### src/rtl/bsg_vanilla_pkg.sv
// bsg_vanilla_pkg: RV32 instruction layout, opcodes and the decode bundles
// shared by fetch, decode and issue.
package bsg_vanilla_pkg;

  typedef struct packed {
    logic [6:0] funct7;
    logic [4:0] rs2;
    logic [4:0] rs1;
    logic [2:0] funct3;
    logic [4:0] rd;
    logic [6:0] op;
  } instruction_s;

  localparam logic [6:0] RV32_LUI_OP      = 7'b0110111;
  localparam logic [6:0] RV32_AUIPC_OP    = 7'b0010111;
  localparam logic [6:0] RV32_JAL_OP      = 7'b1101111;
  localparam logic [6:0] RV32_JALR_OP     = 7'b1100111;
  localparam logic [6:0] RV32_BRANCH_OP   = 7'b1100011;
  localparam logic [6:0] RV32_LOAD_OP     = 7'b0000011;
  localparam logic [6:0] RV32_STORE_OP    = 7'b0100011;
  localparam logic [6:0] RV32_OP          = 7'b0110011;
  localparam logic [6:0] RV32_OP_IMM      = 7'b0010011;
  localparam logic [6:0] RV32_AMO_OP      = 7'b0101111;
  localparam logic [6:0] RV32_SYSTEM_OP   = 7'b1110011;
  localparam logic [6:0] RV32_MISC_MEM_OP = 7'b0001111;
  localparam logic [6:0] RV32_LOAD_FP_OP  = 7'b0000111;
  localparam logic [6:0] RV32_STORE_FP_OP = 7'b0100111;
  localparam logic [6:0] RV32_OP_FP       = 7'b1010011;
  localparam logic [6:0] RV32_FMADD_OP    = 7'b1000011;
  localparam logic [6:0] RV32_FMSUB_OP    = 7'b1000111;
  localparam logic [6:0] RV32_FNMSUB_OP   = 7'b1001011;
  localparam logic [6:0] RV32_FNMADD_OP   = 7'b1001111;
  localparam logic [6:0] RV32_MUL_FUN7    = 7'b0000001;

  typedef enum logic [4:0] {
    eFADD, eFSUB, eFMUL, eFDIV, eFSQRT,
    eFSGNJ, eFSGNJN, eFSGNJX, eFMIN, eFMAX,
    eFCVT_S_W, eFCVT_S_WU, eFMV_W_X,
    eFMADD, eFMSUB, eFNMSUB, eFNMADD
  } fpu_float_op_e;

  typedef enum logic [2:0] {
    eFEQ, eFLT, eFLE, eFCLASS,
    eFCVT_W_S, eFCVT_WU_S, eFMV_X_W
  } fpu_int_op_e;

  typedef struct packed {
    logic write_rd;
    logic read_rs1;
    logic read_rs2;
    logic write_frd;
    logic read_frs1;
    logic read_frs2;
    logic read_frs3;
    logic is_load_op;
    logic is_store_op;
    logic is_branch_op;
    logic is_jal_op;
    logic is_jalr_op;
    logic is_amo_op;
    logic is_csr_op;
    logic is_fp_op;
    logic is_mul_op;
  } decode_s;

  typedef struct packed {
    logic          is_fpu_float_op;
    logic          is_fpu_int_op;
    fpu_float_op_e fpu_float_op;
    fpu_int_op_e   fpu_int_op;
  } fp_decode_s;

  // mulh, mulhsu, mulhu: funct3 1..3 of the M extension
  function automatic logic is_mulh(instruction_s i);
    return (i.op == RV32_OP) && (i.funct7 == RV32_MUL_FUN7)
        && (i.funct3 != 3'b000) && !i.funct3[2];
  endfunction

endpackage

### src/rtl/vanilla_decode_core.sv
// vanilla_decode_core: combinational RV32IMAF decode of one instruction
// into decode_s / fp_decode_s plus an unsupported flag.
module vanilla_decode_core
  import bsg_vanilla_pkg::*;
(
  input  instruction_s instr_i,
  output decode_s      decode_o,
  output fp_decode_s   fp_decode_o,
  output logic         unsupported_o
);

  decode_s    d;
  fp_decode_s f;
  logic       u;
  logic [6:0] op;

  assign op = instr_i.op;

  always_comb begin
    d = '0;
    f = '0;
    u = 1'b0;
    unique case (1'b1)
      (op == RV32_LUI_OP),
      (op == RV32_AUIPC_OP): d.write_rd = 1'b1;
      (op == RV32_JAL_OP): begin
        d.write_rd  = 1'b1;
        d.is_jal_op = 1'b1;
      end
      (op == RV32_JALR_OP): begin
        d.write_rd   = 1'b1;
        d.read_rs1   = 1'b1;
        d.is_jalr_op = 1'b1;
      end
      (op == RV32_BRANCH_OP): begin
        d.read_rs1     = 1'b1;
        d.read_rs2     = 1'b1;
        d.is_branch_op = 1'b1;
      end
      (op == RV32_LOAD_OP): begin
        d.write_rd   = 1'b1;
        d.read_rs1   = 1'b1;
        d.is_load_op = 1'b1;
      end
      (op == RV32_STORE_OP): begin
        d.read_rs1    = 1'b1;
        d.read_rs2    = 1'b1;
        d.is_store_op = 1'b1;
      end
      (op == RV32_OP): begin
        d.write_rd  = 1'b1;
        d.read_rs1  = 1'b1;
        d.read_rs2  = 1'b1;
        d.is_mul_op = (instr_i.funct7 == RV32_MUL_FUN7);
      end
      (op == RV32_OP_IMM): begin
        d.write_rd = 1'b1;
        d.read_rs1 = 1'b1;
      end
      (op == RV32_AMO_OP): begin
        d.write_rd  = 1'b1;
        d.read_rs1  = 1'b1;
        d.read_rs2  = 1'b1;
        d.is_amo_op = 1'b1;
      end
      (op == RV32_SYSTEM_OP): begin
        d.write_rd  = 1'b1;
        d.read_rs1  = 1'b1;
        d.is_csr_op = 1'b1;
      end
      (op == RV32_MISC_MEM_OP): ;
      (op == RV32_LOAD_FP_OP): begin
        d.write_frd  = 1'b1;
        d.read_rs1   = 1'b1;
        d.is_load_op = 1'b1;
      end
      (op == RV32_STORE_FP_OP): begin
        d.read_rs1    = 1'b1;
        d.read_frs2   = 1'b1;
        d.is_store_op = 1'b1;
      end
      (op == RV32_FMADD_OP),
      (op == RV32_FMSUB_OP),
      (op == RV32_FNMSUB_OP),
      (op == RV32_FNMADD_OP): begin
        d.write_frd       = 1'b1;
        d.read_frs1       = 1'b1;
        d.read_frs2       = 1'b1;
        d.read_frs3       = 1'b1;
        d.is_fp_op        = 1'b1;
        f.is_fpu_float_op = 1'b1;
        f.fpu_float_op = op[3]
          ? (op[2] ? eFNMADD : eFNMSUB)
          : (op[2] ? eFMSUB : eFMADD);
      end
      (op == RV32_OP_FP): begin
        d.is_fp_op        = 1'b1;
        d.write_frd       = 1'b1;
        d.read_frs1       = 1'b1;
        f.is_fpu_float_op = 1'b1;
        unique case (instr_i.funct7)
          7'b0000000: begin f.fpu_float_op = eFADD; d.read_frs2 = 1'b1; end
          7'b0000100: begin f.fpu_float_op = eFSUB; d.read_frs2 = 1'b1; end
          7'b0001000: begin f.fpu_float_op = eFMUL; d.read_frs2 = 1'b1; end
          7'b0001100: begin f.fpu_float_op = eFDIV; d.read_frs2 = 1'b1; end
          7'b0101100: f.fpu_float_op = eFSQRT;
          7'b0010000: begin
            d.read_frs2    = 1'b1;
            f.fpu_float_op = instr_i.funct3[1] ? eFSGNJX
                           : (instr_i.funct3[0] ? eFSGNJN : eFSGNJ);
          end
          7'b0010100: begin
            d.read_frs2    = 1'b1;
            f.fpu_float_op = instr_i.funct3[0] ? eFMAX : eFMIN;
          end
          7'b1101000: begin
            d.read_frs1    = 1'b0;
            d.read_rs1     = 1'b1;
            f.fpu_float_op = instr_i.rs2[0] ? eFCVT_S_WU : eFCVT_S_W;
          end
          7'b1111000: begin
            d.read_frs1    = 1'b0;
            d.read_rs1     = 1'b1;
            f.fpu_float_op = eFMV_W_X;
          end
          7'b1010000: begin
            d.read_frs2   = 1'b1;
            f.is_fpu_int_op = 1'b1;
            f.fpu_int_op  = (instr_i.funct3 == 3'b010) ? eFEQ
                          : (instr_i.funct3 == 3'b001) ? eFLT : eFLE;
          end
          7'b1100000: begin
            f.is_fpu_int_op = 1'b1;
            f.fpu_int_op = instr_i.rs2[0] ? eFCVT_WU_S : eFCVT_W_S;
          end
          7'b1110000: begin
            f.is_fpu_int_op = 1'b1;
            f.fpu_int_op = instr_i.funct3[0] ? eFCLASS : eFMV_X_W;
          end
          default: begin
            d.write_frd       = 1'b0;
            d.read_frs1       = 1'b0;
            f.is_fpu_float_op = 1'b0;
          end
        endcase
        // FP ops that produce an integer result retire to rd, not frd
        if (f.is_fpu_int_op) begin
          f.is_fpu_float_op = 1'b0;
          d.write_frd       = 1'b0;
          d.write_rd        = 1'b1;
        end
      end
      default: u = 1'b1;
    endcase
    if (is_mulh(instr_i)) u = 1'b1;
  end

  assign decode_o      = d;
  assign fp_decode_o   = f;
  assign unsupported_o = u;

endmodule

### src/rtl/vanilla_decode_queue.sv
// vanilla_decode_queue: decode at enqueue, buffer in an els_p-deep flop queue.
// Define VANILLA_DECODE_QUEUE_BYPASS_EN for 0-cycle latency into an empty queue.
module vanilla_decode_queue
  import bsg_vanilla_pkg::*;
#(
  parameter int els_p       = 4,
  parameter int pc_width_p  = 32,
  parameter int cnt_width_p = 16
) (
  input  logic                   clk_i,
  input  logic                   reset_n_i,
  input  logic                   instr_v_i,
  input  logic [31:0]            instr_i,
  input  logic [pc_width_p-1:0]  pc_i,
  output logic                   instr_ready_o,
  input  logic                   flush_i,
  output logic                   v_o,
  output logic [31:0]            instr_o,
  output logic [pc_width_p-1:0]  pc_o,
  output decode_s                decode_o,
  output fp_decode_s             fp_decode_o,
  output logic                   unsupported_o,
  input  logic                   yumi_i,
  output logic [cnt_width_p-1:0] unsupported_cnt_o
);

  localparam int ptr_w_lp = $clog2(els_p);
  localparam int cnt_w_lp = $clog2(els_p + 1);

  typedef struct packed {
    logic [31:0]           instr;
    logic [pc_width_p-1:0] pc;
    decode_s               decode;
    fp_decode_s            fp_decode;
    logic                  unsupported;
  } vanilla_decode_queue_entry_s;

  vanilla_decode_queue_entry_s mem [els_p];
  vanilla_decode_queue_entry_s enq_e, out_e;

  decode_s             dec;
  fp_decode_s          fdec;
  logic                uns;
  logic [ptr_w_lp-1:0] rd_ptr, wr_ptr;
  logic [cnt_w_lp-1:0] count;
  logic [cnt_width_p-1:0] ucnt;
  logic empty, full, enq, deq, byp, wr, rd;

  vanilla_decode_core u_core (
    .instr_i       (instr_i),
    .decode_o      (dec),
    .fp_decode_o   (fdec),
    .unsupported_o (uns)
  );

  assign enq_e = '{instr: instr_i, pc: pc_i, decode: dec,
                   fp_decode: fdec, unsupported: uns};

  assign empty = (count == '0);
  assign full  = (count == cnt_w_lp'(els_p));

  assign instr_ready_o = reset_n_i & ~full;
  assign enq = instr_v_i & instr_ready_o & ~flush_i;

`ifdef VANILLA_DECODE_QUEUE_BYPASS_EN
  assign byp = empty & instr_v_i & ~flush_i & reset_n_i;
`else
  assign byp = 1'b0;
`endif

  assign out_e = byp ? enq_e : mem[rd_ptr];
  assign v_o   = (~empty & ~flush_i) | byp;
  assign deq   = yumi_i & v_o;

  // a bypassed entry consumed in the same cycle never touches storage
  assign wr = enq & ~(byp & yumi_i);
  assign rd = deq & ~byp;

  always_ff @(posedge clk_i) begin
    if (!reset_n_i) begin
      rd_ptr <= '0;
      wr_ptr <= '0;
      count  <= '0;
      ucnt   <= '0;
    end else if (flush_i) begin
      rd_ptr <= wr_ptr;
      count  <= '0;
    end else begin
      if (wr) wr_ptr <= wr_ptr + ptr_w_lp'(1);
      if (rd) rd_ptr <= rd_ptr + ptr_w_lp'(1);
      count <= count + cnt_w_lp'(wr) - cnt_w_lp'(rd);
      if (deq && out_e.unsupported && !(&ucnt))
        ucnt <= ucnt + cnt_width_p'(1);
    end
  end

  always_ff @(posedge clk_i) begin
    if (wr) mem[wr_ptr] <= enq_e;
  end

  always_ff @(posedge clk_i) begin
    if (reset_n_i && !flush_i)
      assert (!(yumi_i && !v_o));
  end

  assign instr_o           = out_e.instr;
  assign pc_o              = out_e.pc;
  assign decode_o          = out_e.decode;
  assign fp_decode_o       = out_e.fp_decode;
  assign unsupported_o     = out_e.unsupported;
  assign unsupported_cnt_o = ucnt;

endmodule

### config.mk
export PLATFORM = sky130hd
export DESIGN_NAME = vanilla_decode_queue
export DESIGN_NICKNAME = d
export VERILOG_FILES = /design/src/rtl/bsg_vanilla_pkg.sv /design/src/rtl/vanilla_decode_core.sv /design/src/rtl/vanilla_decode_queue.sv
export SDC_FILE = /design/constraint.sdc
export NUM_CORES = 1
export LEC_CHECK = 0
export BUFFER_PORTS_ARGS = -buffer_cell sky130_fd_sc_hd__buf_2
export CAP_MARGIN = 20
export CELL_PAD_IN_SITES_DETAIL_PLACEMENT = 1
export CELL_PAD_IN_SITES_GLOBAL_PLACEMENT = 1
export CORE_MARGIN = 3
export CORE_UTILIZATION = 45
export CTS_BUF_LIST = sky130_fd_sc_hd__clkbuf_4 sky130_fd_sc_hd__clkbuf_8 sky130_fd_sc_hd__clkbuf_16
export CTS_CLUSTER_DIAMETER = 50
export CTS_CLUSTER_SIZE = 24
export DETAILED_ROUTE_END_ITERATION = 8
export PLACE_DENSITY = 0.81
export SETUP_SLACK_MARGIN = 0.4
export SLEW_MARGIN = 15
export SYNTH_ARGS = -nofsm -noshare
export SYNTH_HDL_FRONTEND = slang
export SYNTH_SLANG_ARGS = --single-unit
### constraint.sdc
create_clock -name clk_i -period 13.2 [get_ports clk_i]
set_input_delay 3.96 -clock clk_i [delete_from_list [all_inputs] [get_ports clk_i]]
set_output_delay 3.96 -clock clk_i [all_outputs]
set_load 0.02 [all_outputs]
# Word level (Yosys, flattened, before mapping)
# Memory sizes are Yosys's and may differ from the RTL's. A register that Yosys moved wholly into a read port is not among the register bits.
# Index checks and enable logic that the tools add are counted.
[word_totals]
regBits = 23
output_inout_bits = 109
ramBits = 364
wordCells = 132
memories = 1
[memory_table]
columns = ["name", "depth", "width", "rd", "rd_ports_with_merged_regs", "wr", "line", "rtl"]
rows = [
  ["mem", 4, 91, 1, 1, 1, "vanilla_decode_queue.sv:38", "vanilla_decode_queue_entry_s mem [els_p];"],
]
[op_classes]
n_mux = 49
reduce_logical = 30
n_addsub = 5
n_eq_ne = 34
n_bitwise = 9
[ops]
columns = ["op", "n"]
rows = [
  ["== test 7 bit (second input constant)", 14],
  ["== test 7 x 6 -> 1 bit (second input constant)", 6],
  ["case mux 5 bit (8 select lines)", 1],
  ["== test 7 x 5 -> 1 bit (second input constant)", 4],
  ["two-way mux 1 bit", 27],
  ["== test 7 x 4 -> 1 bit (second input constant)", 3],
  ["OR reduction 10 bit", 2],
  ["OR reduction 19 bit", 1],
  ["adder 16 x 1 -> 16 bit (second input constant)", 1],
  ["AND reduction 16 bit", 1],
  ["two-way mux 5 bit", 3],
  ["OR reduction 5 bit", 3],
  ["== test 7 x 3 -> 1 bit (second input constant)", 2],
  ["two-way mux 2 bit", 7],
  ["case mux 1 bit (2 select lines)", 6],
  ["OR reduction 12 bit", 1],
  ["case mux 5 bit (2 select lines)", 1],
  ["two-way mux 3 bit", 3],
  ["case mux 3 bit (3 select lines)", 1],
  ["OR reduction 9 bit", 1],
  ["OR reduction 2 bit", 4],
  ["OR reduction 4 bit", 2],
  ["== test 7 x 1 -> 1 bit (second input constant)", 1],
  ["== test 7 x 2 -> 1 bit (second input constant)", 1],
  ["other kinds (17)", 31],
]

# Depth between registers and ports, before layout
# Gate-level depths: netlist (run 1).
[depth]
depth_word = 8
mapped_depth = 13
depth_no_buf = 12

# Cells and area by module
# A second synthesis (run 1) with hierarchy kept.
[hier_totals]
cells_unflattened = 754
area_unflattened_um2 = 15264.6
[by_module_without_submodules]
columns = ["mod", "instances", "cells_per_inst", "seq_area_each_um2", "area_per_inst_um2"]
rows = [
  ["vanilla_decode_queue", 1, 630, 11431.0, 14425.1],
  ["vanilla_decode_core", 1, 124, 0.0, 839.6],
]

# Worst setup path after synthesis (run 1)
# No wires, ideal clock.
[synth_timing]
kind = "input to output"
startpoint = "in reset_n_i"
endpoint = "out instr_ready_o"
path_slack_ps = 4843
arrival_ps = 4397
cell_stages = 2
cell_sequence = "clkbuf_1 > and2_1"
[synth_via]
elab_chain_cells = 1
[synth_rtl]
columns = ["element", "line", "rtl"]
rows = [
  ["start: declaration", "vanilla_decode_queue.sv:11", "input logic reset_n_i,"],
  ["AND 1 bit", "vanilla_decode_queue.sv:62", "assign instr_ready_o = reset_n_i & ~full;"],
  ["end: declaration", "vanilla_decode_queue.sv:15", "output logic instr_ready_o,"],
]
# No other way between the ends.

# Worst setup path after layout (run 1)
# Same ends and word-level chain as after synthesis.

==> results of run 1 <==
[stage by stage]
| step | util [%] | setup slack [ps] | instance area [um2] | power, uW |
|---|---|---|---|---|
| floorplan | - | 4843 | 15160 | 1467 |
| global placement | 50.29 | 4578 | 16530 | 1516 |
| detailed placement | 50.29 | 4584 | 16530 | 1522 |
| CTS | 54.72 | 4576 | 17990 | 2724 |
| global route | 54.72 | 4512 | 17990 | 2786 |
| finish | 54.73 | 4600 | 17990 | 2688 |
[cell type report]
cell class,count,share of cell area [%]
flip-flops and latches,389,63.59
clock inverters,27,2.003
diodes,1,0.01391
clock buffers,46,6.107
repair buffers,185,5.258
multi-input cells,322,19.71
well taps,442,3.074
inverters,12,0.2504
[sequential cells by signal, indices dropped and copies added (netlist names), named ones only]
register / flops
mem: 364
unsupported_cnt_o: 16
count: 3
wr_ptr: 2
rd_ptr: 2
[cells by family after synthesis]
family                   synth area share (%)
AO/OA/AOI/OAI                           1.866
buffers and inverters                   1.304
XOR/XNOR                               0.9823
AND/OR/NAND/NOR                         5.655
adder cells (fa/ha/maj)                 1.123
multiplexers                            13.65
flip-flops                              75.42
[routing by layer]
metal	part of all wire [%]	wire length, um
met1	42	13660
met2	51	16670
met3	4.9	1597
met4	1.3	417
met5	0.071	23
[cells in the final DEF (no fill, tap or decap), types with 5 or more instances in the layout]
master / Yosys / final
inv_1: 12 / 12
and3_1: 6 / 6
nand3_1: 19 / 19
edfxtp_1: 364 / 364
nand2_1: 28 / 28
nor2_1: 24 / 24
nand2b_1: 5 / 5
buf_2: 11 / 177
buf_4: 1 / 8
ha_1: 12 / 12
dfxtp_1: 25 / 23
and2_1: 22 / 18
clkinv_8: 0 / 8
mux4_2: 91 / 91
xor2_1: 13 / 13
nor3_1: 11 / 11
nor4_1: 6 / 5
nor2b_1: 8 / 8
a21oi_1: 9 / 9
clkbuf_16: 0 / 43
o21ai_0: 15 / 15
[worst max-delay path by stage]
stage	from	endpoint	slack, ps	depth (start not counted)
floorplan	reset_n_i	instr_ready_o	4840	2
global placement	reset_n_i	instr_ready_o	4580	3
detailed placement	reset_n_i	instr_ready_o	4580	3
CTS	reset_n_i	instr_ready_o	4580	3
global route	reset_n_i	instr_ready_o	4510	3
finish	reset_n_i	instr_ready_o	4600	3
[power by group]
group	internal, uW	leakage (uW)	switching (uW)
registers	1360	0.00349	7.43
clock network	686	0.000700	510
logic	48.2	0.00192	78.8
total	2090	0.00611	596
[worst min-delay path, stage by stage, from the launching register on]
cell	delay, ps
dfxtp_1	360
nand2_1	70
mux2i_1	50
==> results.yml, run 1 <==
critical_path:
  path_class: "input pin to output pin"
  crit_path_frequent_cell: "buf_2"
  critPathRequiredTime_ps: 9240
  crit_family: "buffers and inverters"
  crit_path_start_kind: "input pin"
  critPathArrivalTime_ps: 4640
  reg2reg_setup_slack_ps: 10450
  worstSetupEndpointType: "output pin"
  reg2reg_to: "mem[1][69]"
  worst-path-buf-inv: 2
  reg2reg_depth: 5
  worstPathMaxFanout: 26
  path_cells: "buf_2, and2_1, buf_2"
  cp_slowest_cell: "buf_2"
  slowest_delay_ps: 330
  reg2reg_from: "count[1]"
global_routing:
  grt.busiest_layer: "met2"
  grt_use_met3_pct: 3.851
  met2_usage_pct: 31.43
  use_met1_pct: 24.10
  grt_usage_pct: 18.20
  grt_pass1_wl_mm: 49.99
  grt_overflow_total: 0
  grt_antenna_before_repair: 2
  grt_pass1_vias: 8418
  grt_max_degree: 62
power:
  irDropWorstVdd_v: 0.0001270
  p_leak_uw: 0.006108
  powerDensity_nw_per_um2: 149.4
yosys:
  synth-edff-count: 364
  synth_area_per_cell_um2: 20.02
  synth_seq_cells: 389
  synth_common_cells: "364 x edfxtp_1, 91 x mux4_2, 28 x nand2_1, 25 x dfxtp_1, 24 x nor2_1"
  ys_seq_area_share_pct: 75.42
  synth.net_count: 839
  ys.flop_type: "edfxtp_1"
  syn-instance-count: 757
  synth-async-reset-ratio_pct: 0
  synthTopCellsByArea: "edfxtp_1 72%, mux4_2 14%, dfxtp_1 3.3%"
  synthDominantAreaCellType: "edfxtp_1"
  synthesis.area_um2: 15160
  yosys.area.top_type_share_pct: 72.11
  ys_warn_count: 0
  synth.distinct_cells: 51
  yosysMostFrequentCell: "edfxtp_1"
layout:
  area_growth_pct: 18.68
  fin_cells: 1424
  layout-drive-gt1-share_pct: 37.10
  regArea_um2: 11440
  fillCellCount: 3009
  final_nets: 1032
  multi_input_area_um2: 3545
timing:
  finalMaxSlewViolations: 0
  finClkSkew_ps: 23.28
  fin_crit_ps: 8600
  slew_headroom_pct: 35.15
  setup_viol: 0
  hold_slack_ps: 533.8
  setup_tns_ps: 0
  worst_pin_slew_ps: 972.7
  fmax_mhz: 116.3
  hold_viol: 0
  rsz0062_at_grt: "false"
  post-route-period-util_pct: 65.16
detailed_routing:
  via_count: 7725
  drt_first_pass_iters: 7
  ant_nets: 0
  drt-initial-drc-count: 547
  routed_via_density: 5.425
  drcViolationCount: 0
  routed_wl_mm: 32.36
  wl_per_cell_um: 22.73
floorplanning:
  rows: 66
  die_area_um2: 35920
  core_um2: 32870
  pin_count: 178
  start_util_pct: 46.12
  die_y_um: 189.5
  chipWidth_um: 189.5
clocking:
  cts_made_buffers: 40
  clockBufferDepth: 3
  postCtsResizedCells: 0
  tritoncts: "done"
  insertion_delay_ps: 530
  cts-root-buf: "clkbuf_16"
  ctsHoldBuffers: 0
  clkTransAtPathRegs_ps: 70
  post_cts_buffers: 0
  clock_sinks: 389
  htreeDepth: 2
placed_design:
  io_buffers: 177
  hpwl_mm: 20.32
  dp_cells: 1350
  globalplace.congestion: 0.8181
job:
  drv_cap: 0
hold_path:
  hp-class: "flip-flop to flip-flop"
  whs_endpoint: "unsupported_cnt_o[8]"
  worst_hold_startpoint: "unsupported_cnt_o[8]"
  holdPathStages: 2
run_status:
  run_status: "finished clean"
Note: power is estimated with default switching activity, not from simulation.
==> inputs of run 2 (changes only) <==
- PLACE_DENSITY: 0.81 -> 0.84
- clock period: 13.2 -> 7 ns (I/O delays scaled with it)
==> results.yml, run 2 (synthesized netlist as in run 1, its figures left out) <==
run_status:
  run_status: "finished clean"
timing:
  finClkSkew_ps: 33.87
  setup_viol: 0
  finalMaxSlewViolations: 0
  worst_pin_slew_ps: 966.7
  fin_crit_ps: 4884
  post-route-period-util_pct: 69.77
  setup_tns_ps: 0
  hold_viol: 0
  fmax_mhz: 204.8
  rsz0062_at_grt: "false"
  slew_headroom_pct: 35.55
power:
  powerDensity_nw_per_um2: 276.1
  p_total_uw: 4956
  combPwrFrac_pct: 5.0
  seqPwrFrac_pct: 51.9
  p_clk_share_pct: 43.1
  p_switching_uw: 1085
  p_int_uw: 3870
  p_sw_share_pct: 21.90
  p_leak_uw: 0.006093
  irDropWorstVdd_v: 0.0001516
detailed_routing:
  via_count: 7899
  drt-initial-drc-count: 607
  routed_wl_mm: 33.81
  routed_via_density: 5.543
  wl_per_cell_um: 23.72
  drt_first_pass_iters: 5
  drcViolationCount: 0
  ant_nets: 0
clocking:
  cts_made_buffers: 37
  htreeDepth: 2
  clockBufferDepth: 3
  post_cts_buffers: 0
  ctsHoldBuffers: 0
  clock_sinks: 389
  tritoncts: "done"
  postCtsResizedCells: 0
  cts-root-buf: "clkbuf_16"
  clkTransAtPathRegs_ps: 60
  insertion_delay_ps: 530
floorplanning:
  pin_count: 178
  die_area_um2: 35920
  core_um2: 32870
  start_util_pct: 46.12
  chipWidth_um: 189.5
  rows: 66
  die_y_um: 189.5
layout:
  final_cell_mix: "364 x edfxtp_1, 177 x buf_2, 91 x mux4_2, 39 x clkbuf_16, 28 x nand2_1"
  layout-drive-gt1-share_pct: 37.10
  largest_register_ffs: 364
  final_nets: 1034
  fillCellCount: 3003
  regMostFlops: "mem"
  layout_commonest_cell: "edfxtp_1"
  post-route-util_pct: 54.61
  area_growth_pct: 18.42
global_routing:
  grt_pass1_vias: 8459
  grt_overflow_total: 0
  grt_pass1_wl_mm: 51.72
  grt_usage_pct: 18.83
  grt_antenna_before_repair: 3
  grt_max_degree: 72
critical_path:
  path_class: "input pin to output pin"
  critPathRequiredTime_ps: 4900
  critPathArrivalTime_ps: 2780
  cp_slowest_cell: "buf_2"
  crit_path_start_kind: "input pin"
  slowest_delay_ps: 340
  path_cells: "buf_2, and2_1, buf_2"
  worstSetupEndpointType: "output pin"
  crit_path_frequent_cell: "buf_2"
  worstPathMaxFanout: 26
job:
  drv_cap: 0
placed_design:
  hpwl_mm: 21.27
  io_buffers: 177
  globalplace.congestion: 0.8170
hold_path:
  hp-class: "flip-flop to flip-flop"
run 2: critical path: cells and delay by family:
family | cells | cell delay (ps)
buf+inv | 2 | 500
simple gates | 1 | 180
run 2: final cells by class:
type,count,area [um2],area share [%]
clock buffers,42,998.5,5.563
diodes,2,5.005,0.02788
flip-flops and latches,389,11440,63.73
clock inverters,26,331.6,1.847
well taps,442,553.0,3.081
repair buffers,190,1033,5.758
multi-input cells,322,3545,19.75
inverters,12,45.04,0.2509
run 2: power groups by stage:
| stage | Sequential (uW) | Combinational (uW) | Clock [uW] |
|---|---|---|---|
| after floorplan | 2620 | 147 | 0 |
| after global placement | 2630 | 233 | 0 |
| after detailed placement | 2630 | 242 | 0 |
| after CTS | 2580 | 243 | 2180 |
| after global routing | 2580 | 267 | 2280 |
| final | 2570 | 246 | 2140 |
run 2: worst paths after layout:
kind	start	to	slack (ps)	cells past startpoint
worst max-delay path	reset_n_i	instr_ready_o	2120	3
worst min-delay path	unsupported_cnt_o[14]	unsupported_cnt_o[14]	510	2
worst max register to register	flip-flop	unsupported_cnt_o[15]	4320	5
worst min register to register	unsupported_cnt_o[14]	unsupported_cnt_o[14]	510	2
run 2: metal layers:
metal | vias up | global-route usage [%] | wire length (um)
li1 | 3485 | - | -
met1 | 4121 | 25.80 | 14090
met2 | 235 | 31.43 | 17150
met3 | 56 | 3.240 | 1700
met4 | 2 | 5.402 | 849
met5 | - | 0 | 13
run 2: through the flow:
step / std cells / hold WS, ps / area (um2) / setup slack (ps)
finish: 1425 / 505.3 / 17950 / 2116
global route: 1425 / 556.7 / 17950 / 2051
CTS: 1420 / 508.1 / 17880 / 1939
detailed placement: 1352 / 498.7 / 16550 / 2108
global placement: 1352 / 478.7 / 16550 / 2126
floorplan: 757 / 486.4 / 15160 / 1800
